**src/rtl/dram_pkg.sv**
```systemverilog
// dram_pkg: shared encodings for the data-memory access sequencer.
//   - mem_we store-size codes and mem_rsel load-type codes
//   - mem_err completion codes
//   - FSM state enum
//   - is_misaligned(): alignment rule shared by the controller
package dram_pkg;

  localparam logic [1:0] WE_LOAD = 2'b00;
  localparam logic [1:0] WE_BYTE = 2'b01;
  localparam logic [1:0] WE_HALF = 2'b10;
  localparam logic [1:0] WE_WORD = 2'b11;

  localparam logic [2:0] RSEL_LB  = 3'b000;
  localparam logic [2:0] RSEL_LBU = 3'b001;
  localparam logic [2:0] RSEL_LH  = 3'b010;
  localparam logic [2:0] RSEL_LHU = 3'b011;
  localparam logic [2:0] RSEL_LW  = 3'b100;

  localparam logic [1:0] ERR_OK       = 2'b00;
  localparam logic [1:0] ERR_MISALIGN = 2'b01;
  localparam logic [1:0] ERR_TIMEOUT  = 2'b10;

  typedef enum logic [2:0] {
    IDLE,
    RD,
    WR,
    RMW_RD,
    RMW_WR,
    DONE
  } state_t;

  // Halves must sit on an even byte, words on a multiple of four. Loads take
  // their size from rsel (1xx is a word), stores from we.
  function automatic logic is_misaligned(input logic [1:0] we,
                                         input logic [2:0] rsel,
                                         input logic [1:0] lane);
    logic half;
    logic full;
    if (we == WE_LOAD) begin
      half = (rsel[2:1] == 2'b01);
      full = rsel[2];
    end else begin
      half = (we == WE_HALF);
      full = (we == WE_WORD);
    end
    return (half && lane[0]) || (full && (lane != 2'b00));
  endfunction

endpackage

```
**src/rtl/dram_access_ctrl_if.sv**
```systemverilog
// dram_access_ctrl_if: word-wide data-memory bus, one beat at a time.
//   bus_req   master->slave  beat request, held until ack or abandon
//   bus_we    master->slave  beat is a write
//   bus_addr  master->slave  word-aligned byte address
//   bus_wdata master->slave  full write word
//   bus_ack   slave->master  one-cycle beat completion
//   bus_rdata slave->master  read word, valid with bus_ack
interface dram_access_ctrl_if;
  logic        bus_req;
  logic        bus_we;
  logic [31:0] bus_addr;
  logic [31:0] bus_wdata;
  logic        bus_ack;
  logic [31:0] bus_rdata;

  modport master (
    output bus_req, bus_we, bus_addr, bus_wdata,
    input  bus_ack, bus_rdata
  );

  modport slave (
    input  bus_req, bus_we, bus_addr, bus_wdata,
    output bus_ack, bus_rdata
  );
endinterface

```
**src/rtl/dram_lane_mux.sv**
```systemverilog
// dram_lane_mux: combinational byte/half lane handling.
//   word         in  32  word read from the bus
//   data         in  32  store data (low bits used for sub-word stores)
//   lane         in  2   byte address bits [1:0]
//   rsel         in  3   load type
//   we           in  2   store size
//   load_result  out 32  extracted and extended load value
//   store_result out 32  word with the store data merged into its lane
module dram_lane_mux
  import dram_pkg::*;
(
  input  logic [31:0] word,
  input  logic [31:0] data,
  input  logic [1:0]  lane,
  input  logic [2:0]  rsel,
  input  logic [1:0]  we,
  output logic [31:0] load_result,
  output logic [31:0] store_result
);

  logic [7:0]  sel_byte;
  logic [15:0] sel_half;

  // Load path: rsel[2] selects a full word, rsel[1] half vs byte, and
  // rsel[0] zero- instead of sign-extension.
  always_comb begin
    sel_byte = word[{lane, 3'b000} +: 8];
    sel_half = lane[1] ? word[31:16] : word[15:0];
    if (rsel[2]) begin
      load_result = word;
    end else if (rsel[1]) begin
      load_result = rsel[0] ? {16'h0000, sel_half} : {{16{sel_half[15]}}, sel_half};
    end else begin
      load_result = rsel[0] ? {24'h000000, sel_byte} : {{24{sel_byte[7]}}, sel_byte};
    end
  end

  // Store path: start from the old word and overwrite only the target lane.
  always_comb begin
    store_result = word;
    case (we)
      WE_BYTE: store_result[{lane, 3'b000} +: 8] = data[7:0];
      WE_HALF: begin
        if (lane[1]) store_result[31:16] = data[15:0];
        else         store_result[15:0]  = data[15:0];
      end
      WE_WORD: store_result = data;
      default: store_result = word;
    endcase
  end

endmodule

```
**src/rtl/dram_access_ctrl.sv**
```systemverilog
// dram_access_ctrl: MEM-stage sequencer for a variable-latency data memory.
//   TIMEOUT    param     beat wait limit (>= 2); a beat is abandoned after
//                        TIMEOUT-1 cycles without ack
//   clk, rst   in        clock, async active-high reset
//   mem_req    in  1     access request, held until mem_done
//   mem_we     in  2     store size (00 = load)
//   mem_rsel   in  3     load type
//   mem_addr   in  32    byte address
//   mem_wdata  in  32    store data
//   mem_stall  out 1     mem_req & ~mem_done
//   mem_done   out 1     one-cycle completion pulse
//   mem_rdata  out 32    load result, valid with mem_done
//   mem_err    out 2     completion status, valid with mem_done
//   bus        master    data-memory bus
module dram_access_ctrl
  import dram_pkg::*;
#(
  parameter int TIMEOUT = 16
) (
  input  logic        clk,
  input  logic        rst,
  input  logic        mem_req,
  input  logic [1:0]  mem_we,
  input  logic [2:0]  mem_rsel,
  input  logic [31:0] mem_addr,
  input  logic [31:0] mem_wdata,
  output logic        mem_stall,
  output logic        mem_done,
  output logic [31:0] mem_rdata,
  output logic [1:0]  mem_err,
  dram_access_ctrl_if.master bus
);

  localparam int CW = $clog2(TIMEOUT);

  state_t        state;
  logic [1:0]    req_we;
  logic [2:0]    req_rsel;
  logic [1:0]    req_lane;
  logic [CW-1:0] beat_cnt;
  logic          beat_expired;
  logic [31:0]   load_word;
  logic [31:0]   merged_word;

  assign mem_stall = mem_req & ~mem_done;

  // The beat gives up on the cycle whose increment would make the counter
  // reach TIMEOUT-1, so bus_req is high for at most TIMEOUT-1 cycles.
  assign beat_expired = (beat_cnt == CW'(TIMEOUT - 2));

  // bus_wdata still holds the raw store data during the RMW read beat, so it
  // doubles as the merge source; the merged word replaces it for the write.
  dram_lane_mux u_lane_mux (
    .word         (bus.bus_rdata),
    .data         (bus.bus_wdata),
    .lane         (req_lane),
    .rsel         (req_rsel),
    .we           (req_we),
    .load_result  (load_word),
    .store_result (merged_word)
  );

  // Sequencer: latches the request in IDLE, runs one or two bus beats, and
  // reports completion through a single DONE cycle. All outputs are
  // registered so bus_req drops immediately on reset.
  always_ff @(posedge clk or posedge rst) begin
    if (rst) begin
      state         <= IDLE;
      req_we        <= WE_LOAD;
      req_rsel      <= RSEL_LB;
      req_lane      <= 2'b00;
      beat_cnt      <= '0;
      mem_done      <= 1'b0;
      mem_rdata     <= '0;
      mem_err       <= ERR_OK;
      bus.bus_req   <= 1'b0;
      bus.bus_we    <= 1'b0;
      bus.bus_addr  <= '0;
      bus.bus_wdata <= '0;
    end else begin
      case (state)
        IDLE: begin
          if (mem_req) begin
            req_we        <= mem_we;
            req_rsel      <= mem_rsel;
            req_lane      <= mem_addr[1:0];
            bus.bus_addr  <= {mem_addr[31:2], 2'b00};
            bus.bus_wdata <= mem_wdata;
            mem_rdata     <= '0;
            mem_err       <= ERR_OK;
            beat_cnt      <= '0;
            if (is_misaligned(mem_we, mem_rsel, mem_addr[1:0])) begin
              state    <= DONE;
              mem_done <= 1'b1;
              mem_err  <= ERR_MISALIGN;
            end else if (mem_we == WE_LOAD) begin
              state       <= RD;
              bus.bus_req <= 1'b1;
              bus.bus_we  <= 1'b0;
            end else if (mem_we == WE_WORD) begin
              state       <= WR;
              bus.bus_req <= 1'b1;
              bus.bus_we  <= 1'b1;
            end else begin
              state       <= RMW_RD;
              bus.bus_req <= 1'b1;
              bus.bus_we  <= 1'b0;
            end
          end
        end
        RD, WR, RMW_RD, RMW_WR: begin
          if (bus.bus_ack) begin
            beat_cnt <= '0;
            if (state == RMW_RD) begin
              bus.bus_wdata <= merged_word;
              bus.bus_we    <= 1'b1;
              state         <= RMW_WR;
            end else begin
              if (state == RD) mem_rdata <= load_word;
              state       <= DONE;
              mem_done    <= 1'b1;
              mem_err     <= ERR_OK;
              bus.bus_req <= 1'b0;
              bus.bus_we  <= 1'b0;
            end
          end else if (beat_expired) begin
            beat_cnt    <= '0;
            state       <= DONE;
            mem_done    <= 1'b1;
            mem_err     <= ERR_TIMEOUT;
            mem_rdata   <= '0;
            bus.bus_req <= 1'b0;
            bus.bus_we  <= 1'b0;
          end else begin
            beat_cnt <= beat_cnt + CW'(1);
          end
        end
        DONE: begin
          mem_done <= 1'b0;
          state    <= IDLE;
        end
        default: state <= IDLE;
      endcase
    end
  end

endmodule
```
**src/flat_wrapper.sv**
```systemverilog
// flat-port wrapper written by rule: the top's interface ports become plain ports
module dram_access_ctrl_flat import dram_pkg::*;
#(
  parameter int TIMEOUT = 16
)
  (clk, rst, mem_req, mem_we, mem_rsel, mem_addr, mem_wdata, mem_stall, mem_done, mem_rdata, mem_err, bus_bus_req, bus_bus_we, bus_bus_addr, bus_bus_wdata, bus_bus_ack, bus_bus_rdata);
  dram_access_ctrl_if bus_i ();
  input  logic clk;
  input  logic rst;
  input  logic mem_req;
  input  logic [1:0] mem_we;
  input  logic [2:0] mem_rsel;
  input  logic [31:0] mem_addr;
  input  logic [31:0] mem_wdata;
  output logic mem_stall;
  output logic mem_done;
  output logic [31:0] mem_rdata;
  output logic [1:0] mem_err;
  output wire logic [$bits(bus_i.bus_req)-1:0] bus_bus_req;
  output wire logic [$bits(bus_i.bus_we)-1:0] bus_bus_we;
  output wire logic [$bits(bus_i.bus_addr)-1:0] bus_bus_addr;
  output wire logic [$bits(bus_i.bus_wdata)-1:0] bus_bus_wdata;
  input wire logic [$bits(bus_i.bus_ack)-1:0] bus_bus_ack;
  input wire logic [$bits(bus_i.bus_rdata)-1:0] bus_bus_rdata;
  assign bus_bus_req = bus_i.bus_req;
  assign bus_bus_we = bus_i.bus_we;
  assign bus_bus_addr = bus_i.bus_addr;
  assign bus_bus_wdata = bus_i.bus_wdata;
  assign bus_i.bus_ack = bus_bus_ack;
  assign bus_i.bus_rdata = bus_bus_rdata;
  dram_access_ctrl #(.TIMEOUT(TIMEOUT)) u_core (.clk(clk), .rst(rst), .mem_req(mem_req), .mem_we(mem_we), .mem_rsel(mem_rsel), .mem_addr(mem_addr), .mem_wdata(mem_wdata), .mem_stall(mem_stall), .mem_done(mem_done), .mem_rdata(mem_rdata), .mem_err(mem_err), .bus(bus_i));
endmodule
```
**config.mk**
```make
export PLATFORM = sky130hd
export DESIGN_NAME = dram_access_ctrl_flat
export DESIGN_NICKNAME = d
export VERILOG_FILES = /design/src/rtl/dram_pkg.sv /design/src/rtl/dram_access_ctrl_if.sv /design/src/rtl/dram_lane_mux.sv /design/src/rtl/dram_access_ctrl.sv /design/src/flat_wrapper.sv
export SDC_FILE = /design/constraint.sdc
export NUM_CORES = 1
export LEC_CHECK = 0
export ABC_CLOCK_PERIOD_IN_PS = 2900
export BUFFER_PORTS_ARGS = -buffer_cell sky130_fd_sc_hd__buf_2
export CORE_AREA = 2 2 119 121
export DETAILED_ROUTE_END_ITERATION = 8
export DIE_AREA = 0 0 121 123
export HOLD_SLACK_MARGIN = 0.15
export PLACE_DENSITY_LB_ADDON = 0.1
export SKIP_LAST_GASP = 1
export SLEW_MARGIN = 20
export SYNTH_ARGS = -nofsm -noshare
export SYNTH_HDL_FRONTEND = slang
export SYNTH_SLANG_ARGS = --single-unit
```
**constraint.sdc**
```tcl
create_clock -name clk -period 2.9 [get_ports clk]
set_clock_uncertainty 0.15 [all_clocks]
set_input_delay 0 -clock clk [delete_from_list [all_inputs] [get_ports clk]]
set_output_delay 0 -clock clk [all_outputs]
set_load 0.03 [all_outputs]
```
* Word level (Yosys, flattened, before mapping)
Cells that the tools add are included.
** Word-level totals
- Register bits after elaboration :: 113
- Bits of input ports :: 105
- Output and inout port bits :: 102
- Word-level logic and storage cells :: 123
** Cells by class
- Add/subtract/negate cells :: 2
- Equality and inequality tests :: 22
- Shift operators :: 3
- Multiplexer cells :: 62
- Bitwise operators :: 2
- Reduce and logical (&&, ||, !) cells :: 19
** Operators by type and width (number)
- 32-bit 2-to-1 mux :: 12
- 32-bit one-hot mux with 2 select lines :: 2
- 32-bit one-hot mux with 3 select lines :: 1
- 16-bit 2-to-1 mux :: 3
- 32-bit bitwise mux :: 1
- 8-bit by 7-bit variable shift with 32-bit output, first input constant :: 1
- 32-bit by 6-bit indexed part select with 8-bit output :: 1
- 8-bit by 7-bit indexed part select with 32-bit output :: 1
- 1-bit 2-to-1 mux :: 25
- 5-bit AND reduction :: 4
- 3-bit 2-to-1 mux :: 5
- 4-bit 2-to-1 mux :: 3
- 3-bit by 2-bit inequality test with 1-bit output, second input constant :: 3
- 2-bit == test, second input constant :: 4
- 2-bit 2-to-1 mux :: 4
- 2-bit inequality test, second input constant :: 4
- 4-bit one-hot mux with 2 select lines :: 1
- 4-bit AND reduction :: 2
- 5-bit negator with 7-bit output :: 1
- 3-bit by 2-bit == test with 1-bit output, second input constant :: 2
- 3-bit == test, second input constant :: 2
- 3-bit one-hot mux with 2 select lines :: 1
- 2-bit AND reduction :: 3
- 6-bit AND reduction :: 1
- other kinds (18) :: 23

* Logic depth before layout (Yosys ltp)
Gate-level depths: netlist (run 1).
- Word-level depth :: 9
- Mapped depth :: 9

* Cells and area by module
A second synthesis (run 1) with hierarchy kept.
** Second synthesis, totals
- Cells, all modules :: 751
- Area total of the unflattened synthesis :: 6691.4 um2
** By module, submodules not included
- dram_access_ctrl :: times used 1, cells each 516, area an instance 5197.5 um2
- dram_lane_mux :: times used 1, cells each 235, area an instance 1493.9 um2

* Worst setup path before layout (run 1)
No wires, ideal clock.
- Kind :: reg-to-reg
- Start :: register u_core.req_lane[1]
- End :: register u_core.bus.bus_wdata[24]
- Library setup time :: 134 ps
- Arrival time :: 1913 ps
- Setup slack :: 703 ps
- Stages on the path, launching flop included :: 9
- Period minus slack after synthesis :: 2197 ps
- Cell sequence :: dfrtp_1 buf_2 inv_1 ha_1 and3b_1 buf_1 a32o_1 a221oi_1 o31ai_1
** On the way
- Word-level cells in the longest chain between the ends :: 7
- Elaborated cells between the ends (all ways) :: 9
- Those cells by class :: add/sub: 1; shift: 2; mux: 6
** Ends and longest elaborated chain
- start, declared :: line dram_access_ctrl.sv:39 : logic [1:0] req_lane;
- start signal, assigned :: line dram_access_ctrl.sv:86 : req_lane <= mem_addr[1:0];
- 5-bit negator with 7-bit output :: line dram_lane_mux.sv:42 : WE_BYTE: store_result[{lane, 3'b000} +: 8] = data[7:0];
- 8-bit by 7-bit indexed part select with 32-bit output / 8-bit by 7-bit variable shift with 32-bit output (equally long branches) :: line dram_lane_mux.sv:42
- 32-bit bitwise mux :: line dram_lane_mux.sv:42
- 32-bit one-hot mux with 3 select lines * :: line dram_lane_mux.sv:41 : case (we)
- 32-bit 2-to-1 mux * :: line dram_access_ctrl.sv:114 : if (state == RMW_RD) begin
- 32-bit 2-to-1 mux * :: line dram_access_ctrl.sv:112 : if (bus.bus_ack) begin
- 32-bit one-hot mux with 2 select lines * :: line dram_access_ctrl.sv:81 : case (state)
- end signal, assigned :: line dram_access_ctrl.sv:88 : bus.bus_wdata <= mem_wdata;
- end signal, assigned :: line dram_access_ctrl.sv:115 : bus.bus_wdata <= merged_word;
- end, declared :: line dram_access_ctrl_if.sv:17 : output bus_req, bus_we, bus_addr, bus_wdata,
Mark *: on every way between the ends. The rest lies on a longest branch, timed or not. The select of a mux whose other input is x is not followed.
A chain may end at the register's enable or synchronous reset.

* Worst setup path after layout (run 1)
- Start :: register u_core.state[1]
- End :: register u_core.bus.bus_wdata[29]
** On the way
- Word-level cells in the longest chain between the ends :: 4
- Elaborated cells between the ends (all ways) :: 13
- Those cells by class :: eq/ne: 8; mux: 1; reduce/logical: 4
** Ends and longest elaborated chain
- start, declared :: line dram_access_ctrl.sv:36 : state_t state;
- start signal, assigned :: line dram_access_ctrl.sv:68 : state <= IDLE;
- start signal, assigned :: line dram_access_ctrl.sv:93 : state <= DONE;
- start signal, assigned :: line dram_access_ctrl.sv:97 : state <= RD;
- 3-bit by 2-bit == test with 1-bit output (tied with other cells) :: line dram_access_ctrl.sv:81
- 4-bit OR reduction :: line dram_access_ctrl.sv:81
- 2-bit by 1-bit inequality test with 1-bit output (no source line) (tied with other cells)
- 5-bit AND reduction (no source line)
Several ways; a longest one is shown, not always the timed one.

==> results.md, run 1 <==
* Outcome: complete, no violations
* Vias in the first global route at 6460
* Placement Cell Area at 0.00735 mm²
* Final period util at 0.986
* Pre-CTS setup slack at 0.433 ns
* RSZ-0062 raised after global routing: yes
* Drt drc at 0
* Total Wirelength at 21.7 mm
* GRT overflow at 0
* Share of cells above drive strength 1 at 0.339
* Area Overhead vs Synth at 50.5%
* Worst-skew pair later-pin latency at slightly above 0.4 ns
* Fillers at 1085
* Number of max-slew violations in the final report at 0
* CTS buffer count at 17
* DR iter-0 viols at 440
* Synth Instances at about 600
* Register clock-pin slew on the reported worst setup and hold paths at about 0.060 ns
* Placer congestion estimate at 0.918
* Avg WL per Cell at ~20 µm
* Row count at 43
* Synth warn at 0
* Post-synthesis sequential area ratio at 0.460
* Initial antenna violation count at 0
* Tot GR Track Use at 0.299
* Adder-Cell Fraction of Synth Area at 0.0203
* Type of the worst min-delay path: input pin to asynchronous set/reset pin
* Endpoint class of the critical path: register
* Largest net degree at the start of global routing at 114
* Seq cells post-synth at 113
* # nets final at 1039
* Worst VDD drop at 652 µV
* Synth Cell Area at slightly above 0.006 mm²
* DIE WIDTH at 121 µm
* Largest area contributor in the netlist: dfrtp_1
* Ys flop type: dfrtp_1
* Final ANT Viol Nets at 0
* Placeable Area at ~0.014 mm²
* Port Buffers at 204
* Top cells by area, synth: dfrtp_1 46%, mux2_2 7.9%, a32o_1 5.0%
* Final worst slack at 0.0405 ns
* Number of max-cap violations at 0
* PwrDens at 1210 mW/mm²
* Die area at 0.0149 mm²
* Post-synth EDFFs at 0
* Cell variety after synth at 65
* Clock sink count at about 110
* H-tree depth at 4
* Fin area at 0.00926 mm²
* Worst Tran Pin Value at between 0.7 and 0.8 ns
* Ys async rst share at 1.00
* Post-synthesis xor/xnor area fraction at 0.00142
* Critical Path Start Type: register
* Max Fclk at approximately 350 MHz
* CTS Root Cell: clkbuf_16
* N_diodes at 0
* Wire length of the first global-routing pass at 34.2 mm
* Mapped Avg Cell Area at 10.3 µm²
* Crit Path Category: register to register
* First-pass iteration count of the detailed router at 5
* Via Count at 6410
* Synth Area in Compound Gates at 0.224
* Initial Utilization at 0.452
* Critical Path RT at 3.04 ns
* Longest Clk Path Bufs at 2
* Portion of netlist area occupied by mux cells at 0.0856
* Layout Utilization at 0.680
* Hold violation total from the final report at 0
* IO Pins at ~210
* TritonCTS clock tree: done
* Via density at roughly 5.7
* Crit path DAT at 3.00 ns
* Critical-path maximum fanout at 29
* Placed insts at 951
* Die H at approximately 120 µm
* Min Tclk post-route at 2.86 ns
* Slew headroom at 0.469
* Finished Layout Cells at 1116
* Synth Area in Simple Gates at 0.160
* # setup viols final at 0
* Largest family of logic cells by synthesized area: compound AO/OA/AOI/OAI gates
* Final HPWL DP at 14.6 mm
* Top-area cell type share of the netlist area at 0.460
* Leakage power total at 4.31 nW
## per-layer routing
layer	routed length [µm]	GRT usage	vias to the layer above
met5	0	0	-
met4	646	0.114	0
met3	1620	0.0683	55
met2	10300	0.490	339
met1	9120	0.387	3085
li1	-	-	2931
## flip-flops by register name (all words and copies together), names as in the netlist
| name | count |
|---|---|
| u_core.req_rsel | 3 |
| u_core.state | 3 |
| u_core.mem_rdata | 32 |
| u_core.beat_cnt | 4 |
| u_core.bus.bus_we | 1 |
| u_core.mem_err | 2 |
| u_core.bus.bus_req | 1 |
| u_core.bus.bus_wdata | 32 |
| u_core.req_lane | 2 |
| u_core.bus.bus_addr | 30 |
| u_core.req_we | 2 |
| u_core.mem_done | 1 |
## logic make-up after synthesis
group,count (synthesis)
AND/OR/NAND/NOR,186
AO/OA/AOI/OAI,173
buffers and inverters,69
multiplexers,46
flip-flops,113
other,1
XOR/XNOR,1
adder cells (fa/ha/maj),10
## per-stage QoR
stage | TNS [ns] | hold WS (ns) | power (mW)
after detailed placement | 0 | 0.0851 | 8.69
after CTS | 0 | 0.181 | 11.1
after global routing | -0.109 | 0.206 | 11.9
after global placement | 0 | 0.0813 | 8.56
after floorplan | 0 | -0.0332 | 6.95
final | 0 | 0.145 | 11.2
## critical path, stage by stage, from the launching register on
cell and delay [ns]:
dfrtp_2 0.55, nor3_2 0.70, nor2_2 0.22, buf_4 0.30, nor2_1 0.15, o31ai_1 0.08, dlygate4sd3_1 0.57
## cells in the mapped netlist (3+ instances only)
master,n
dfrtp_1,113
nand2_1,57
mux2_2,43
a32o_1,31
nor2_1,31
o31ai_1,30
a221oi_1,26
nand2b_1,25
inv_1,22
buf_2,18
clkbuf_1,18
o21ai_0,15
a21oi_1,13
and3_1,13
o22ai_1,11
ha_1,10
nor4_1,8
a22oi_1,7
buf_1,7
nand3_1,7
nor2b_1,7
a31oi_1,6
nand4_1,6
nand3b_1,5
o211ai_1,5
or3_1,5
and2_1,4
buf_4,4
nand4b_1,3
nor3_2,3
## layout by cell type, fill, tap and decap left out, types with 7 or more instances in the layout
cell type      netlist  routed
o31ai_1             30      30
clkbuf_16            0      17
dlygate4sd3_1        0     131
buf_4                4      14
a21oi_1             13      13
ha_1                10      10
a22oi_1              7       7
a221oi_1            26      26
buf_2               18     204
a32o_1              31      31
nand2b_1            25      25
nand2_1             57      57
nand3_1              7       7
inv_1               22      21
o22ai_1             11      11
nor4_1               8       8
nor2_1              31      30
o21ai_0             15      15
mux2_2              43      43
dfrtp_1            113     111
and3_1              13      13
## cell type report
class                           instances  area [µm²]  share of cell area
Multi-Input combinational cell        418        3060               0.331
Sequential cell                       113        2830               0.306
Timing Repair Buffer                  352        2500               0.270
Clock buffer                           19         443              0.0478
Tap cell                              180         225              0.0243
Clock inverter                         12         114              0.0123
Inverter                               22        86.3             0.00932
## worst paths after layout
kind | startpoint | to | slack [ns] | depth (start not counted)
setup / recovery | u_core.state[1]$_DFFE_PP0P_ | u_core.bus.bus_wdata[29]$_DFFE_PP0P_ | 0.04 | 6
hold reg to reg | u_core.bus.bus_wdata[19]$_DFFE_PP0P_ | u_core.bus.bus_wdata[19]$_DFFE_PP0P_ | 0.32 | 2
min in group clk | mem_addr[13] | u_core.bus.bus_addr[13]$_DFFE_PP0P_ | 0.21 | 3
max in group asynchronous | rst | u_core.state[0]$_DFFE_PP0P_ | 1.99 | 4
setup reg to reg | u_core.state[1]$_DFFE_PP0P_ | u_core.bus.bus_wdata[29]$_DFFE_PP0P_ | 0.04 | 6
hold / removal | rst | u_core.bus.bus_addr[31]$_DFFE_PP0P_ | 0.15 | 4
## timing repair
action,4_1_cts,5_1_grt
endpoints found under the hold margin,226,0
resized for setup,0,5
endpoints found under the setup margin,0,23
hold buffers,131,0
setup buffers,0,3
## power by group
part	total (mW)	switching (mW)	internal (mW)	leakage, nW
Sequential	2.94	0.615	2.32	1.41
Clock	1.95	0.757	1.20	0.261
Combinational	6.34	3.90	2.44	2.64
Total	11.2	5.27	5.96	4.31
No activity file was read; power rests on OpenSTA's default activity.
==> inputs of run 2 (changes only) <==
--- a/config.mk
+++ b/config.mk
@@ -12,6 +12,7 @@
 export DIE_AREA = 0 0 121 123
 export HOLD_SLACK_MARGIN = 0.15
 export PLACE_DENSITY_LB_ADDON = 0.1
+export RECOVER_POWER = 50
 export SKIP_LAST_GASP = 1
 export SLEW_MARGIN = 20
 export SYNTH_ARGS = -nofsm -noshare
==> run 2 against run 1 <==
The flow now finishes with violations (max-capacitance violations, max-slew violations). Non-clock buffer count unchanged. Core utilization down 0.52 points. Count of clock-buffer cells in the layout unchanged. Design area down 0.77%. Flip-flop and latch count unchanged. Power down 0.64%. First-iteration DRC count down 4.1%. Via count down 0.61%. Critical path depth up 2. Largest cell class unchanged.
==> results.md, run 2 (synthesis gave the netlist of run 1 again) <==
* Longest Clk Path Bufs at 2
* First-pass iteration count of the detailed router at 6
* Critical Path Start Type: register
* Type of the worst min-delay path: input pin to register
* Fin Setup TNS at 0 ns
* Fin area at roughly 0.009 mm²
* Endpoint class of the critical path: register
* Met3 WL at 1.65 mm
* Clock sink count at roughly 110
* Via Count at 6371
* Final period util at 0.985
* Multi-input logic area at 0.00306 mm²
* Register clock-pin slew on the reported worst setup and hold paths at about 0.060 ns
* Row count at 43
* Final Total Pwr at 11.2 mW
* N_diodes at 0
* Max Fclk at 350 MHz
* Final ANT Viol Nets at 0
* # nets final at 1039
* Port Buffers at between 200 and 250
* Slew headroom at -0.0352
* Sw Share at 0.474
* IO Pins at just over 200
* Clock Power Share at 0.175
* Fillers at 1114
* Share of cells above drive strength 1 at 0.288
* Metal-1 WL at 9.10 mm
* Violated checks: max-capacitance violations, max-slew violations
* Area Overhead vs Synth at 49.4%
* Worst Reg-to-Reg Cells at 8
* Die area at 0.0149 mm²
* Top Registers: u_core.bus.bus_wdata x32, u_core.mem_rdata x32, u_core.bus.bus_addr x30
* Drt drc at 0
* RSZ-0062 raised after global routing: yes
* GRT overflow at 0
* Net Sw Power at between 5 and 6 mW
* PwrDens at 1210 mW/mm²
* Seq pwr share at 0.264
* Placeable Area at 0.0136 mm²
* CTS Root Cell: clkbuf_16
* Worst Tran Pin Value at 1.55 ns
* DR iter-0 viols at between 400 and 500
* Avg WL per Cell at slightly below 20 µm
* Tot GR Track Use at 0.299
* Crit Path Category: register to register
* Metal2 WL at 10.4 mm
* Initial Utilization at 0.452
* Largest net degree at the start of global routing at 114
* Via density at 5.71
* Combinational Power Share at 0.561
* Die H at 123 µm
* Top sig layer: met4
* WHS Path Cells at 3
* Crit path DAT at 3.00 ns
* CTS buffer count at 17
* Layout Utilization at 0.675
* DIE WIDTH at around 120 µm
* Outcome: finished, violations left
* Leakage power total at 4.15 nW
* Number of max-cap violations at 1
* Reg area at 0.00283 mm²
* Initial antenna violation count at 0
* Finished Layout Cells at 1116
* Placer congestion estimate at ~0.92
* TritonCTS clock tree: done
* Most frequent cells in the layout: 157 x buf_2, 131 x dlygate4sd3_1, 111 x dfrtp_1
* Vias in the first global route at 6460
* Placed insts at 951
* Number of max-slew violations in the final report at 114
* H-tree depth at 4
* Placement Cell Area at 0.00735 mm²
* Hold violation total from the final report at 0
* P_int at 5.87 mW
* Min Tclk post-route at around 2.9 ns
* Most common cell after layout, fill and taps aside: buf_2
* Final HPWL DP at ~15 mm
* Critical-path maximum fanout at 11
* Worst VDD drop at 654 µV
* Critical Path RT at 3.04 ns
* Worst-skew pair later-pin latency at 0.41 ns
* Total Wirelength at 21.8 mm
* # setup viols final at 0
* Wire length of the first global-routing pass at 34.2 mm
run 2: changes by cell type in the layout (fill, tap and decap cells not counted):
cell      previous run  this run
buf_12               3         2
buf_2              204       157
clkbuf_1             1        48
clkbuf_4             0         1
run 2: power by group through the flow:
| stage | logic, mW | clock network, mW | registers (mW) |
|---|---|---|---|
| after floorplan | 2.89 | 0 | 4.07 |
| after CTS | 6.19 | 1.98 | 2.92 |
| after global placement | 5.65 | 0 | 2.91 |
| after detailed placement | 5.75 | 0 | 2.93 |
| after global routing | 6.73 | 2.06 | 3.05 |
| final | 6.26 | 1.96 | 2.95 |
run 2: final timing paths:
| kind | slack, ns | end | startpoint |
|---|---|---|---|
| setup / recovery | 0.04 | u_core.bus.bus_wdata[31]$_DFFE_PP0P_ | u_core.req_we[0]$_DFFE_PP0P_ |
| hold / removal | 0.21 | u_core.bus.bus_addr[13]$_DFFE_PP0P_ | mem_addr[13] |
| setup reg to reg | 0.04 | u_core.bus.bus_wdata[31]$_DFFE_PP0P_ | u_core.req_we[0]$_DFFE_PP0P_ |
| min in group asynchronous | 0.52 | u_core.bus.bus_addr[30]$_DFFE_PP0P_ | rst |
| hold reg to reg | 0.32 | u_core.bus.bus_wdata[19]$_DFFE_PP0P_ | u_core.bus.bus_wdata[19]$_DFFE_PP0P_ |
| max in group asynchronous | 1.06 | u_core.state[0]$_DFFE_PP0P_ | rst |
run 2: area by class of cell:
type / count / area share
Sequential cell: 113 / 0.308
Tap cell: 180 / 0.0245
Timing Repair Buffer: 352 / 0.264
Clock inverter: 12 / 0.0124
Multi-Input combinational cell: 418 / 0.333
Inverter: 22 / 0.00940
Clock buffer: 19 / 0.0482
run 2: metal layers:
| metal | vias to the layer above | track usage |
|---|---|---|
| li1 | 2928 | - |
| met1 | 3069 | 0.387 |
| met2 | 324 | 0.490 |
| met3 | 50 | 0.0683 |
| met4 | 0 | 0.114 |
| met5 | - | 0 |
run 2: through the flow:
step | worst slack [ns] | hold WS, ns
after CTS | 0.0301 | 0.181
after global placement | 0.531 | 0.0813
after global routing | -0.0390 | 0.206
after floorplan | 0.703 | -0.0332
after detailed placement | 0.433 | 0.0851
final | 0.0431 | 0.206
run 2: repair_timing:
item | 4_1_cts | 5_1_grt
resized for setup | 0 | 5
setup endpoints to repair | 0 | 23
buffers inserted | 0 | 3
endpoints found under the hold margin | 226 | 0
hold buffers | 131 | 0
run 2: worst max-delay path: stages, from the launching register on:
cell           delay, ns
dfrtp_1             0.38
inv_1               0.09
ha_1                0.36
inv_1               0.31
o211ai_1            0.14
buf_4               0.19
a221oi_1            0.42
o31ai_1             0.13
dlygate4sd3_1       0.56
